<file path="config.mk">
export PLATFORM = sky130hd
export DESIGN_NAME = mult_4bits_seq
export DESIGN_NICKNAME = d
export VERILOG_FILES = /design/src/rtl/mult_4bits_seq.sv
export SDC_FILE = /design/constraint.sdc
export NUM_CORES = 1
export LEC_CHECK = 0
export CORE_MARGIN = 1
export CORE_UTILIZATION = 51
export DETAILED_ROUTE_END_ITERATION = 7
export PLACE_DENSITY = 0.78
export SETUP_SLACK_MARGIN = 0.1
export SLEW_MARGIN = 40
export SYNTH_ARGS = -nofsm -noshare
export SYNTH_HDL_FRONTEND = slang
export SYNTH_SLANG_ARGS = --single-unit
</file>
<file path="constraint.sdc">
create_clock -name clk -period 2.9 [get_ports clk]
set_clock_uncertainty 0.05 [all_clocks]
set_input_delay 0.435 -clock clk [delete_from_list [all_inputs] [get_ports clk]]
set_output_delay 0.435 -clock clk [all_outputs]
set_load 0.005 [all_outputs]
</file>
<file path="src/rtl/mult_4bits_seq.sv">
// Sequential 4x4 unsigned shift-add multiplier: 4 iterations, one per clock.
// Optional macro MULT_ZERO_SKIP_EN: a zero operand jumps straight to DONE.
module mult_4bits_seq (
    input  logic       clk,
    input  logic       rst,
    input  logic       start,
    input  logic [3:0] a,
    input  logic [3:0] b,
    output logic       busy,
    output logic       done,
    output logic [7:0] product
);

    localparam int unsigned OP_W   = 4;
    localparam int unsigned PROD_W = 8;
    localparam int unsigned P_W    = 9;
    localparam int unsigned CNT_W  = 2;

    typedef enum logic [1:0] {
        IDLE = 2'd0,
        CALC = 2'd1,
        DONE = 2'd2
    } state_t;

    state_t              state, state_d;
    logic [OP_W-1:0]     m, m_d;
    logic [P_W-1:0]      p, p_d;
    logic [CNT_W-1:0]    cnt, cnt_d;
    logic [PROD_W-1:0]   product_d;
    logic                busy_d, done_d;
    logic [OP_W:0]       sum_c;
    logic [P_W-1:0]      acc_c;

    // Bit-level ripple adder, no carry-in; returns {carry_out, sum}.
    function automatic logic [OP_W:0] ripple_add4(input logic [OP_W-1:0] x,
                                                  input logic [OP_W-1:0] y);
        logic [OP_W-1:0] s;
        logic            c;
        c = 1'b0;
        s = '0;
        for (int i = 0; i < OP_W; i++) begin
            s[i] = x[i] ^ y[i] ^ c;
            c    = (x[i] & y[i]) | (c & (x[i] ^ y[i]));
        end
        return {c, s};
    endfunction

    // One iteration: conditional add into hi, then logical shift right.
    always_comb begin
        sum_c = ripple_add4(p[2*OP_W-1:OP_W], m);
        acc_c = p[0] ? {sum_c, p[OP_W-1:0]} : {1'b0, p[2*OP_W-1:0]};
    end

    always_comb begin
        state_d   = state;
        m_d       = m;
        p_d       = p;
        cnt_d     = cnt;
        product_d = product;
        busy_d    = 1'b0;
        done_d    = 1'b0;
        unique case (state)
            IDLE: begin
                if (start) begin
`ifdef MULT_ZERO_SKIP_EN
                    if ((a == 4'h0) || (b == 4'h0)) begin
                        state_d   = DONE;
                        product_d = '0;
                        done_d    = 1'b1;
                    end else begin
                        state_d = CALC;
                        m_d     = a;
                        p_d     = {1'b0, 4'h0, b};
                        cnt_d   = '0;
                        busy_d  = 1'b1;
                    end
`else
                    state_d = CALC;
                    m_d     = a;
                    p_d     = {1'b0, 4'h0, b};
                    cnt_d   = '0;
                    busy_d  = 1'b1;
`endif
                end
            end
            CALC: begin
                p_d   = {1'b0, acc_c[P_W-1:1]};
                cnt_d = cnt + CNT_W'(1);
                if (cnt == CNT_W'(3)) begin
                    state_d   = DONE;
                    product_d = p_d[PROD_W-1:0];
                    done_d    = 1'b1;
                end else begin
                    busy_d = 1'b1;
                end
            end
            DONE: begin
                state_d = IDLE;
            end
            default: begin
                state_d = IDLE;
            end
        endcase
    end

    always_ff @(posedge clk or posedge rst) begin
        if (rst) begin
            state   <= IDLE;
            m       <= '0;
            p       <= '0;
            cnt     <= '0;
            product <= '0;
            busy    <= 1'b0;
            done    <= 1'b0;
        end else begin
            state   <= state_d;
            m       <= m_d;
            p       <= p_d;
            cnt     <= cnt_d;
            product <= product_d;
            busy    <= busy_d;
            done    <= done_d;
        end
    end

endmodule

</file>
After elaboration in Yosys (flattened, before gate mapping)
Index checks and enable logic that the tools add are counted.
Word-level totals
  bits in registers: 26
  input port bits: 11
  output and inout port bits: 10
  word-level logic and storage cells: 48
Operators by class
  $add $sub $neg: 1
  equal/unequal tests: 4
  muxes and demuxes: 13
  bitwise gates (word level): 17
  reductions and logical operators: 6
Operators with widths (count)
  8-bit one-hot mux with 2 select lines: 1
  9-bit 2-to-1 mux: 1
  8-bit 2-to-1 mux: 1
  2-bit one-hot mux with 2 select lines: 2
  2-bit AND reduction: 4
  1-bit AND: 7
  1-bit XOR: 7
  2-bit 2-to-1 mux: 3
  1-bit 2-to-1 mux: 4
  2-bit != test, second input constant: 2
  1-bit bitwise OR: 3
  2-bit by 1-bit adder with 2-bit output, second input constant: 1
  2-bit by 1-bit equality test with 1-bit output, second input constant: 1
  2-bit equality test, second input constant: 1
  2-bit zero test: 1
  1-bit one-hot mux with 2 select lines: 1
  2-bit nonzero test: 1

Depth between registers and ports, before layout
  word-level depth: 9
  mapped depth: 8
  gate-level depth less buffers: 8

Worst setup path before layout
OpenSTA, ideal clock, no wires.
  path kind: reg-to-reg
  start point: register p[4]
  end point: register product[6]
  setup time: 128 ps
  data arrival time: 1935 ps
  data required time: 2722 ps
  path slack: 787 ps
  stages on the path, launching flop included: 9
  path buffers: 0
  period minus slack after synthesis: 2113 ps
  cells stage by stage: dfrtp_1 > ha_1 > inv_1 > fa_1 > fa_1 > inv_1 > fa_1 > mux2i_1 > o21ai_0
On the way
  longest elaborated chain between the ends: 7
Ends and longest elaborated chain
  start, declared: line 27  | logic [P_W-1:0] p, p_d;
  start signal, assigned: line 118  | p <= p_d;
  1-bit AND (2 in a row): line 43  | c = (x[i] & y[i]) | (c & (x[i] ^ y[i]));
  1-bit bitwise OR: line 43
  1-bit AND: line 43
  1-bit bitwise OR: line 43
  1-bit XOR: line 42  | s[i] = x[i] ^ y[i] ^ c;
  9-bit 2-to-1 mux: line 51  | acc_c = p[0] ? {sum_c, p[OP_W-1:0]} : {1'b0, p[2*OP_W-1:0]};
  end signal, assigned: line 120  | product <= product_d;
  end, declared: line 11  | output logic [7:0] product
No other way between the ends.
A chain may end at the register's enable or synchronous reset.

Worst setup path after layout
Same ends and word-level chain as after synthesis.

==> summary.md <==
| Metric | Value |
|---|---|
| Status | `complete, no violations` |
| Period utilization | `0.7821` |
| PortBufs | `20` |
| GP Congestion | `about 0.79` |
| Critical path peak fanout | `3` |
| Final ANT Viol Nets | `0` |
| DRC | `0` |
| Register area share after synthesis | `0.5474` |
| Crit path cell chain | `ha_1 > inv_1 > fa_1 > fa_1 > inv_1 > fa_1 > mux2i_1 > o21ai_0` |
| Hold WS | `between 0.4 and 0.5 ns` |
| Largest net degree at the start of global routing | `27` |
| CP dominant cell by count | `fa_1` |
| Main area contributors after synthesis | `dfrtp_1 (55%), o21ai_0 (6.3%), nand2_1 (5.7%)` |
| Vias in the first global route | `between 700 and 800` |
| Worst-Skew Late Latency | `~0.31 ns` |
| Global-route wire length before repair | `roughly 3500 um` |
| Critical R2R Capture | `product[6]` |
| Netlist cell types | `22` |
| Die X | `roughly 50 um` |
| Final hold vios | `0` |
| Reg power frac | `0.462` |
| # setup viols final | `0` |
| Max-cap violations | `0` |
| Post_cts resized | `0` |
| CP startpoint kind | `flip-flop` |
| Clock Power Share | `0.103` |
| Top Ports | `21` |
| Yosys top cell by area | `dfrtp_1` |
| Peak supply drop | `0.5810 mV` |
| Full die area | `between 2000 and 3000 um2` |
| Setup ws final | `~0.63 ns` |
| Fmax achieved | `0.4409 GHz` |
| Sink Count | `26` |
| HP Class | `primary input to asynchronous set/reset pin` |
| Worst Tran Pin Value | `~0.57 ns` |
| CTS Buf Count | `3` |
| Area delta synth->final | `18.42%` |
| CTS tree | `yes` |
| DRT iter0 DRCs | `2` |
| Global-route usage over all layers | `0.1837` |
| Congestion Overflow GR | `0` |
| Die height | `50.28 um` |
| CP top delay family | `adder cells` |
| Vias/cell | `roughly 5.0` |
| Core Region | `2212 um2` |
| Critical-path top delay cell | `fa_1` |
| Root Buffer | `clkbuf_4` |
| Fillers | `185` |
| Worst Setup SP | `p[4]` |
| Internal cell power | `0.9007 mW` |
| Initial antenna violation count | `0` |
| Clock H-tree levels | `1` |
| Worst-path clk slew | `0.13 ns` |
| Multi-input logic area | `between 400 and 500 um2` |
| Crit path time final | `~2.3 ns` |
| Syn. warnings | `0` |
| Drt wl/cell | `12.62 um` |
| RSZ-0062 raised after global routing | `false` |
| Critical path type | `flip-flop to flip-flop` |
| Setup_tns | `0 ns` |
| Final net count | `roughly 140` |
| Net switching power figure | `about 0.5 mW` |
| Layout cells sized above 1 | `0.09756` |
| Initial Util | `0.5373` |
| Post-CTS Hold Fix Bufs | `0` |
| CP arrival | `2.41 ns` |
| Power per cell area | `roughly 1000 nW/um2` |
| Crit path required time | `3.04 ns` |
| Number of vias in the routed layout | `around 750` |
| Post CTS Setup Buffer Count | `0` |
| Max-slew violations | `0` |
| Final Routed Wirelength | `between 1500 and 2000 um` |
| Final HPWL DP | `1401 um` |
| Mapped Area | `roughly 1200 um2` |
| Reg2reg path depth | `8` |
| Reg2reg start | `p[4]` |
| Synthesized net count | `120` |
| Slew HR | `0.6188` |
| Sw Ratio | `0.3607` |
| Reg area | `650.6 um2` |
| Register bit total from synthesis | `26` |
| Crit. End Element | `flip-flop` |
| R2r setup slk | `0.63 ns` |
| CP bufs+invs | `2` |
| Pre-CTS worst setup slack | `between 0.6 and 0.7 ns` |
| Syn avg cell area | `roughly 11 um2` |
| Clk buf depth | `2` |
| Slowest Stage Delay on Critical Path | `~0.40 ns` |
| Row count | `17` |
| Part of the power in combinational logic | `0.435` |
| Synth top area share | `0.5474` |
| Mapped Cells | `104` |
| Leak | `0.6496 nW` |
| ANT cells | `0` |
| Drt pass-1 iters | `2` |
-- cell type report --
class,count,area share
Sequential cell,26,0.4622
Multi-Input combinational cell,62,0.3200
Timing Repair Buffer,21,0.1476
Inverter,11,0.02933
Tap cell,28,0.02489
Clock buffer,3,0.01600
-- cells in the final DEF (no fill, tap or decap), drive strengths merged, types with 2 or more instances in the layout --
cell           instances
dfrtp                 26
clkdlybuf4s50         20
o21ai                 17
inv                   11
ha                     2
a22o                   2
mux2                   5
fa                     3
nand2                 18
clkbuf                 3
a21oi                  3
mux2i                  4
-- power groups by stage --
stage | logic (mW) | registers, mW | clock network, mW
finish | 0.613 | 0.651 | 0.145
global route | 0.697 | 0.676 | 0.162
CTS | 0.624 | 0.655 | 0.151
detailed placement | 0.625 | 0.663 | 0
global placement | 0.594 | 0.653 | 0
floorplan | 0.482 | 0.615 | 0
-- tightest hold or removal path, stage by stage --
cell and delay [ns]:
clkdlybuf4s50_1 0.39, inv_1 0.05, buf_4 0.31
-- per-stage QoR --
stage               power (mW)  instance area (um2)  std cells    util
CTS                      1.431                 1408        151  0.6363
global route             1.536                 1408        151  0.6363
finish                   1.409                 1408        151  0.6363
global placement         1.247                 1385        148  0.6261
detailed placement       1.288                 1385        148  0.6261
floorplan                1.097                 1189        104       -
-- cell usage after synthesis (all sizes together) --
master	count
nand3b	1
a22o	2
nor2b	1
a21oi	3
buf	5
o21ai	17
mux2	5
inv	11
mux2i	4
nand2b	1
a22oi	1
nand2	18
and2b	1
fa	3
dfrtp	26
a31oi	1
ha	2
nor3b	1
o21bai	1
-- logic make-up (layout without fill, tap and decap cells) --
| group | Yosys count | count (layout) | share of synthesized area |
|---|---|---|---|
| buffers and inverters | 16 | 35 | 0.07368 |
| and+or+nand+nor | 23 | 23 | 0.1063 |
| DFF | 26 | 26 | 0.5474 |
| muxes | 9 | 9 | 0.08105 |
| adders and majority gates | 5 | 5 | 0.07158 |
| AOI/OAI and AO/OA | 25 | 25 | 0.1200 |
-- how the worst max path moves through the flow --
stage	slack, ns	endpoint	cells past startpoint
global placement	0.74	product[6]	8
global route	0.52	product[6]	8
CTS	0.63	product[6]	8
floorplan	0.79	product[6]	8
detailed placement	0.66	product[6]	8
finish	0.63	product[6]	8
-- sequential cells by signal, indices dropped and copies added, names as in the netlist --
signal   flops
busy         1
cnt          2
done         1
m            4
p            8
product      8
state        2
-- per-layer routing --
layer  up-vias  track usage  part of all wire
met5         -            0                 0
met2        14       0.3111              0.46
met4         0      0.05714            0.0063
met3         2      0.03030             0.034
met1       355       0.2390              0.50
li1        383            -                 -
No activity file was read; power rests on OpenSTA's default activity.
